**src/rtl/entropy_src_wm_sched_if.sv**
```systemverilog
// rtl/entropy_src_wm_sched_if.sv - health-test result and watermark-update bus
interface entropy_src_wm_sched_if #(
    parameter int NumTests = 4,
    parameter int RegWidth = 16
);
    localparam int SelW = $clog2(NumTests);

    logic [NumTests-1:0]          win_done_i;
    logic [NumTests*RegWidth-1:0] test_val_i;
    logic                         wm_event_o;
    logic [SelW-1:0]              wm_sel_o;
    logic [RegWidth-1:0]          wm_value_o;
    logic [NumTests-1:0]          wm_clear_o;

    modport slave (
        input  win_done_i, test_val_i,
        output wm_event_o, wm_sel_o, wm_value_o, wm_clear_o
    );

    modport master (
        output win_done_i, test_val_i,
        input  wm_event_o, wm_sel_o, wm_value_o, wm_clear_o
    );
endinterface

```
**src/rtl/entropy_src_wm_sched.sv**
```systemverilog
// rtl/entropy_src_wm_sched.sv - round-robin scheduler of health-test results onto the watermark bus
module entropy_src_wm_sched #(
    parameter int NumTests = 4,
    parameter int RegWidth = 16,
    parameter int OvfWidth = 8
) (
    input  logic                      clk_i,
    input  logic                      rst_ni,
    input  logic                      enable_i,
    input  logic                      clear_i,
    entropy_src_wm_sched_if.slave     bus,
    output logic                      busy_o,
    output logic                      overrun_o,
    output logic [OvfWidth-1:0]       overrun_cnt_o
);
    localparam int SelW = $clog2(NumTests);

    typedef enum logic [1:0] {StIdle, StRun, StClear} state_e;

    state_e                state_q, state_d;
    logic [NumTests-1:0]   pending_q, pending_d;
    logic [RegWidth-1:0]   slot_q [NumTests];
    logic [RegWidth-1:0]   slot_d [NumTests];
    logic [SelW-1:0]       rr_q, rr_d;
    logic [SelW-1:0]       gnt_idx;
    logic                  gnt_found, gnt_vld;
    logic [NumTests-1:0]   ovr;
    logic [OvfWidth-1:0]   cnt_q, cnt_d;
    logic                  overrun_q;
    logic                  wm_event_q;
    logic [SelW-1:0]       wm_sel_q;
    logic [RegWidth-1:0]   wm_value_q;

    // First pending slot at or after the round-robin pointer, wrapping to 0.
    always_comb begin : p_gnt
        int idx;
        logic [SelW-1:0] idx_s;
        idx       = 0;
        idx_s     = '0;
        gnt_found = 1'b0;
        gnt_idx   = '0;
        for (int k = 0; k < NumTests; k++) begin
            idx = int'(rr_q) + k;
            if (idx >= NumTests) idx = idx - NumTests;
            idx_s = SelW'(idx);
            if (!gnt_found && pending_q[idx_s]) begin
                gnt_found = 1'b1;
                gnt_idx   = idx_s;
            end
        end
    end

    // Clear takes priority over a grant; no updates are issued while disabled.
    assign gnt_vld = (state_q == StRun) && gnt_found && enable_i && !clear_i;

    // Next-state: clear sequencing, enable flush, grant retire, capture and overrun.
    always_comb begin
        state_d   = state_q;
        pending_d = pending_q;
        slot_d    = slot_q;
        rr_d      = rr_q;
        cnt_d     = cnt_q;
        ovr       = '0;
        if (clear_i || state_q == StClear) begin
            pending_d = '0;
            for (int i = 0; i < NumTests; i++) slot_d[i] = '0;
            rr_d    = '0;
            cnt_d   = '0;
            state_d = (state_q == StClear) ? StIdle : StClear;
        end else if (!enable_i) begin
            pending_d = '0;
            state_d   = StIdle;
        end else begin
            if (gnt_vld) begin
                pending_d[gnt_idx] = 1'b0;
                rr_d = (gnt_idx == SelW'(NumTests - 1)) ? '0 : gnt_idx + 1'b1;
            end
            for (int i = 0; i < NumTests; i++) begin
                if (bus.win_done_i[i]) begin
                    // A slot being granted this cycle hands out its old value, so it is not lost.
                    if (pending_q[i] && !(gnt_vld && gnt_idx == SelW'(i))) ovr[i] = 1'b1;
                    slot_d[i]    = bus.test_val_i[i*RegWidth +: RegWidth];
                    pending_d[i] = 1'b1;
                end
            end
            if (|ovr && cnt_q != {OvfWidth{1'b1}}) cnt_d = cnt_q + 1'b1;
            state_d = (|pending_d) ? StRun : StIdle;
        end
    end

    // State, slot and output registers; sel/value hold their last update when idle.
    always_ff @(posedge clk_i or negedge rst_ni) begin
        if (!rst_ni) begin
            state_q    <= StIdle;
            pending_q  <= '0;
            for (int i = 0; i < NumTests; i++) slot_q[i] <= '0;
            rr_q       <= '0;
            cnt_q      <= '0;
            overrun_q  <= 1'b0;
            wm_event_q <= 1'b0;
            wm_sel_q   <= '0;
            wm_value_q <= '0;
        end else begin
            state_q    <= state_d;
            pending_q  <= pending_d;
            slot_q     <= slot_d;
            rr_q       <= rr_d;
            cnt_q      <= cnt_d;
            overrun_q  <= |ovr;
            wm_event_q <= gnt_vld;
            if (gnt_vld) begin
                wm_sel_q   <= gnt_idx;
                wm_value_q <= slot_q[gnt_idx];
            end
        end
    end

    assign bus.wm_event_o = wm_event_q;
    assign bus.wm_sel_o   = wm_sel_q;
    assign bus.wm_value_o = wm_value_q;
    assign bus.wm_clear_o = {NumTests{state_q == StClear}};
    assign busy_o         = (|pending_q) | wm_event_q;
    assign overrun_o      = overrun_q;
    assign overrun_cnt_o  = cnt_q;
endmodule
```
**src/flat_wrapper.sv**
```systemverilog
// flat-port wrapper written by rule: the top's interface ports become plain ports
module entropy_src_wm_sched_flat 
#(
    parameter int NumTests = 4,
    parameter int RegWidth = 16,
    parameter int OvfWidth = 8
)
  (clk_i, rst_ni, enable_i, clear_i, busy_o, overrun_o, overrun_cnt_o, bus_win_done_i, bus_test_val_i, bus_wm_event_o, bus_wm_sel_o, bus_wm_value_o, bus_wm_clear_o);
  entropy_src_wm_sched_if #(.NumTests(NumTests), .RegWidth(RegWidth)) bus_i ();
  input  logic clk_i;
  input  logic rst_ni;
  input  logic enable_i;
  input  logic clear_i;
  output logic busy_o;
  output logic overrun_o;
  output logic [OvfWidth-1:0] overrun_cnt_o;
  input wire logic [$bits(bus_i.win_done_i)-1:0] bus_win_done_i;
  input wire logic [$bits(bus_i.test_val_i)-1:0] bus_test_val_i;
  output wire logic [$bits(bus_i.wm_event_o)-1:0] bus_wm_event_o;
  output wire logic [$bits(bus_i.wm_sel_o)-1:0] bus_wm_sel_o;
  output wire logic [$bits(bus_i.wm_value_o)-1:0] bus_wm_value_o;
  output wire logic [$bits(bus_i.wm_clear_o)-1:0] bus_wm_clear_o;
  assign bus_i.win_done_i = bus_win_done_i;
  assign bus_i.test_val_i = bus_test_val_i;
  assign bus_wm_event_o = bus_i.wm_event_o;
  assign bus_wm_sel_o = bus_i.wm_sel_o;
  assign bus_wm_value_o = bus_i.wm_value_o;
  assign bus_wm_clear_o = bus_i.wm_clear_o;
  entropy_src_wm_sched #(.NumTests(NumTests), .RegWidth(RegWidth), .OvfWidth(OvfWidth)) u_core (.clk_i(clk_i), .rst_ni(rst_ni), .enable_i(enable_i), .clear_i(clear_i), .bus(bus_i), .busy_o(busy_o), .overrun_o(overrun_o), .overrun_cnt_o(overrun_cnt_o));
endmodule
```
**config.mk**
```make
export PLATFORM = sky130hd
export DESIGN_NAME = entropy_src_wm_sched_flat
export DESIGN_NICKNAME = d
export VERILOG_FILES = /design/src/rtl/entropy_src_wm_sched_if.sv /design/src/rtl/entropy_src_wm_sched.sv /design/src/flat_wrapper.sv
export SDC_FILE = /design/constraint.sdc
export NUM_CORES = 1
export LEC_CHECK = 0
export CORE_MARGIN = 1
export CORE_UTILIZATION = 50
export DETAILED_ROUTE_END_ITERATION = 10
export HOLD_SLACK_MARGIN = 0.03
export PLACE_DENSITY = 0.79
export SLEW_MARGIN = 25
export SYNTH_ARGS = -nofsm -noshare
export SYNTH_HDL_FRONTEND = slang
export SYNTH_SLANG_ARGS = --single-unit
export TNS_END_PERCENT = 10
```
**constraint.sdc**
```tcl
create_clock -name clk_i -period 3.5 [get_ports clk_i]
set_input_delay 0.35 -clock clk_i [delete_from_list [all_inputs] [get_ports clk_i]]
set_output_delay 0.35 -clock clk_i [all_outputs]
set_load 0.02 [all_outputs]
```
==> results.py <==
metrics = {
    "worst_setup_path": {
        "cp.arrival_ps": 3220,
        "crit_buf_inv": 2,
        "end_kind": "flip-flop",
        "path_delay_family": "simple AND/OR/NAND/NOR gates",
        "start_kind": "flip-flop",
        "cpPeakStageDelay_ps": 530,
        "path_max_fanout": 14,
        "critPathKind": "flip-flop to flip-flop",
        "worstPathCellList": "nand2_1, a311oi_1, or2_2, inv_2, ha_1, nand2_1, a32o_1, a211oi_2, buf_4, or4_1, a21oi_1",
        "crit_path_top_delay_cell": "a311oi_1",
        "cpMostUsedCell": "nand2_1",
        "cp.required_ps": 3780,
    },
    "synth": {
        "synth_top_area_cell": "dfrtp_1",
        "synthArstFlopShare": 1.000,
        "synth_enable_flop_cells": 0,
        "syn_nets": 661,
        "syn_area_mm2": 0.004813,
        "synth_warnings": 0,
        "synthTopCellsByCount": "223 x nand2_1, 100 x dfrtp_1, 76 x a21oi_1",
        "synth_seq_cells": 100,
        "seq_area_frac_synth": 0.5199,
        "yosysUniqueCellTypes": 43,
        "ys.flop_type": "dfrtp_1",
        "syn_avg_cell_area_um2": 8.214,
        "synthCells": 586,
        "synth_top_area_share": 0.5199,
        "yosysMostFrequentCell": "nand2_1",
        "synth_area_leaders": "dfrtp_1 52%, nand2_1 17%, a21oi_1 7.9%, clkbuf_1 2.7%, o211ai_1 2.5%",
    },
    "floorplanning": {
        "start_util": 0.5185,
        "coreArea_mm2": 0.009284,
        "row_count": 35,
        "die_y_um": 100.1,
        "ios": 105,
        "die_area_mm2": 0.01002,
        "die_w_um": 100.1,
    },
    "clock_tree": {
        "cts_resized": 0,
        "clock_latency_ps": 360,
        "cts_root_buf": "clkbuf_8",
        "postCtsSetupRepairBufs": 0,
        "cts-htree-levels": 3,
        "clkTransAtPathRegs_ps": 100,
        "cts_made_buffers": 9,
        "cts_tree": "built",
        "clockBufferDepth": 2,
        "cts.sinks": 100,
    },
    "detailed_routing": {
        "dr.pass1.iters": 5,
        "drtIter0Drc": 227,
        "via_per_inst": 5.519,
        "vias": 4432,
        "ant_nets": 0,
        "drt-total-wl_um": 12350,
        "drc": 0,
        "wl_per_cell_um": 15.38,
    },
    "sta": {
        "postLayoutSetupSlackWorst_ps": 566.5,
        "max_freq_mhz": 340.9,
        "rsz0062_at_grt": "false",
        "hold-worst-slack_ps": 490.1,
        "hold_viol": 0,
        "tightestPinTransition_ps": 735.5,
        "min_period_ps": 2933,
        "tns_ps": 0,
        "finalSetupViolCount": 0,
        "finClkSkew_ps": 10.04,
        "min_period_over_period": 0.8381,
        "relSlewSlack": 0.5030,
        "final_max_slew_viol_count": 0,
    },
    "hold_path": {
        "worstHoldPathType": "input pin to asynchronous set/reset pin",
    },
    "layout": {
        "drive_gt1_frac": 0.05490,
        "final_cells": 803,
        "area_delta_synth_final_pct": 26.67,
        "fin_util": 0.6567,
        "diodes": 0,
        "fin_nets": 745,
        "fillers": 783,
    },
    "power": {
        "leakage_nw": 2.597,
        "netSwitchingFraction": 0.3020,
        "clockPowerShare": 0.276,
        "p_int_w": 0.001842,
        "vdd_drop_max_uv": 278.1,
        "sequentialPowerShare": 0.498,
        "switching_power_w": 0.0007970,
        "p_per_area_mw_per_mm2": 432.9,
        "combinationalPowerShare": 0.226,
    },
    "placed_design": {
        "routabilityCongestion": 0.8742,
        "post-dp-hpwl_um": 8667,
        "port_buffers": 104,
        "pre_cts_slack_ps": 587.6,
        "dp.cells": 787,
    },
    "global_routing": {
        "grt_pass1_vias": 4188,
        "grt_first_pass_wirelength_um": 19920,
        "track_usage": 0.2540,
        "grt_start_max_net_pins": 45,
        "antenna_found_initial": 0,
        "global_route.overflow_total": 0,
    },
    "outcome": {
        "status": "completed",
    },
    "run": {
        "cap_violations": 0,
    },
}
==> area by class of cell <==
class                           count  area (um^2)  area share
Clock buffer                        9        123.9     0.02032
Clock inverter                      6        65.06     0.01067
Inverter                           26        102.6     0.01683
Multi-Input combinational cell    421         2041      0.3347
Sequential cell                   100         2502      0.4104
Tap cell                          129        161.4     0.02647
Timing Repair Buffer              112         1101      0.1806
==> metrics by stage <==
step / power [W] / area, um^2
after global routing: 0.002755 / 6097
after detailed placement: 0.001932 / 5898
final: 0.002639 / 6097
after CTS: 0.002650 / 6097
after global placement: 0.001919 / 5898
after floorplan: 0.001613 / 4813
==> flip-flops by register name, summed over array words and instances, names as in the netlist <==
| name | flops |
|---|---|
| u_core.bus.wm_value_o | 16 |
| u_core.overrun_cnt_o | 8 |
| u_core.slot_q | 64 |
| u_core.rr_q | 2 |
| u_core.state_q | 2 |
| u_core.bus.wm_sel_o | 2 |
| u_core.pending_q | 4 |
| u_core.overrun_o | 1 |
| u_core.bus.wm_event_o | 1 |
==> cells in the final DEF (no fill, tap or decap), types with 8 or more instances in the layout <==
cell type        synthesis  layout
inv_1                   24      24
dfrtp_1                100     100
nand2_1                223     223
buf_4                    3       8
o21ai_0                 11      11
and2_1                   8       8
a21oi_1                 76      76
o211ai_1                16      16
clkdlybuf4s50_1          0     103
nand3_1                 21      21
o21ai_1                  8       8
clkbuf_8                 0       9
nor2_1                  12      11
==> kinds of logic after synthesis <==
logic type / Yosys count / share of synthesized area
compound gates: 128 / 0.1565
fa+ha+maj: 3 / 0.007799
flops: 100 / 0.5199
buf+inv: 65 / 0.05719
mux: 4 / 0.008578
simple gates: 286 / 0.2501
==> path summary, 6_finish.rpt <==
path	start	depth (start not counted)	endpoint	slack, ps
max	u_core.rr_q[1]$_DFFE_PN0P_	11	u_core.overrun_cnt_o[7]$_DFFE_PN0P_	570
min	rst_ni	2	u_core.bus.wm_value_o[12]$_DFFE_PN0P_	490
max reg2reg	u_core.rr_q[1]$_DFFE_PN0P_	11	u_core.overrun_cnt_o[7]$_DFFE_PN0P_	570
min reg2reg	u_core.slot_q[51]$_DFFE_PN0P_	2	u_core.slot_q[51]$_DFFE_PN0P_	530
max in group asynchronous	rst_ni	3	u_core.bus.wm_value_o[3]$_DFFE_PN0P_	2180
min in group clk_i	bus_test_val_i[26]	3	u_core.slot_q[42]$_DFFE_PN0P_	520
==> power by group through the flow <==
stage,combinational [W],clock (W),sequential (W)
3_3_place_gp,0.000586,0,0.00133
3_5_place_dp,0.000596,0,0.00134
5_1_grt,0.000647,0.000784,0.00132
4_1_cts,0.000600,0.000737,0.00131
2_1_floorplan,0.000214,0,0.00140
6_report,0.000596,0.000728,0.00132
==> per-layer routing <==
metal | up-vias | global-route usage | routed length, um
met2 | 179 | 0.4260 | 6113
met3 | 31 | 0.04109 | 744
li1 | 2092 | - | -
met1 | 2130 | 0.3395 | 5250
met4 | 0 | 0.08361 | 242
met5 | - | 0 | 0
==> timing repair <==
item	4_1_cts	5_1_grt
setup endpoints to repair	0	0
hold buffers	1	0
hold endpoints to repair	35	0
Power figures use the tool's default switching activity.
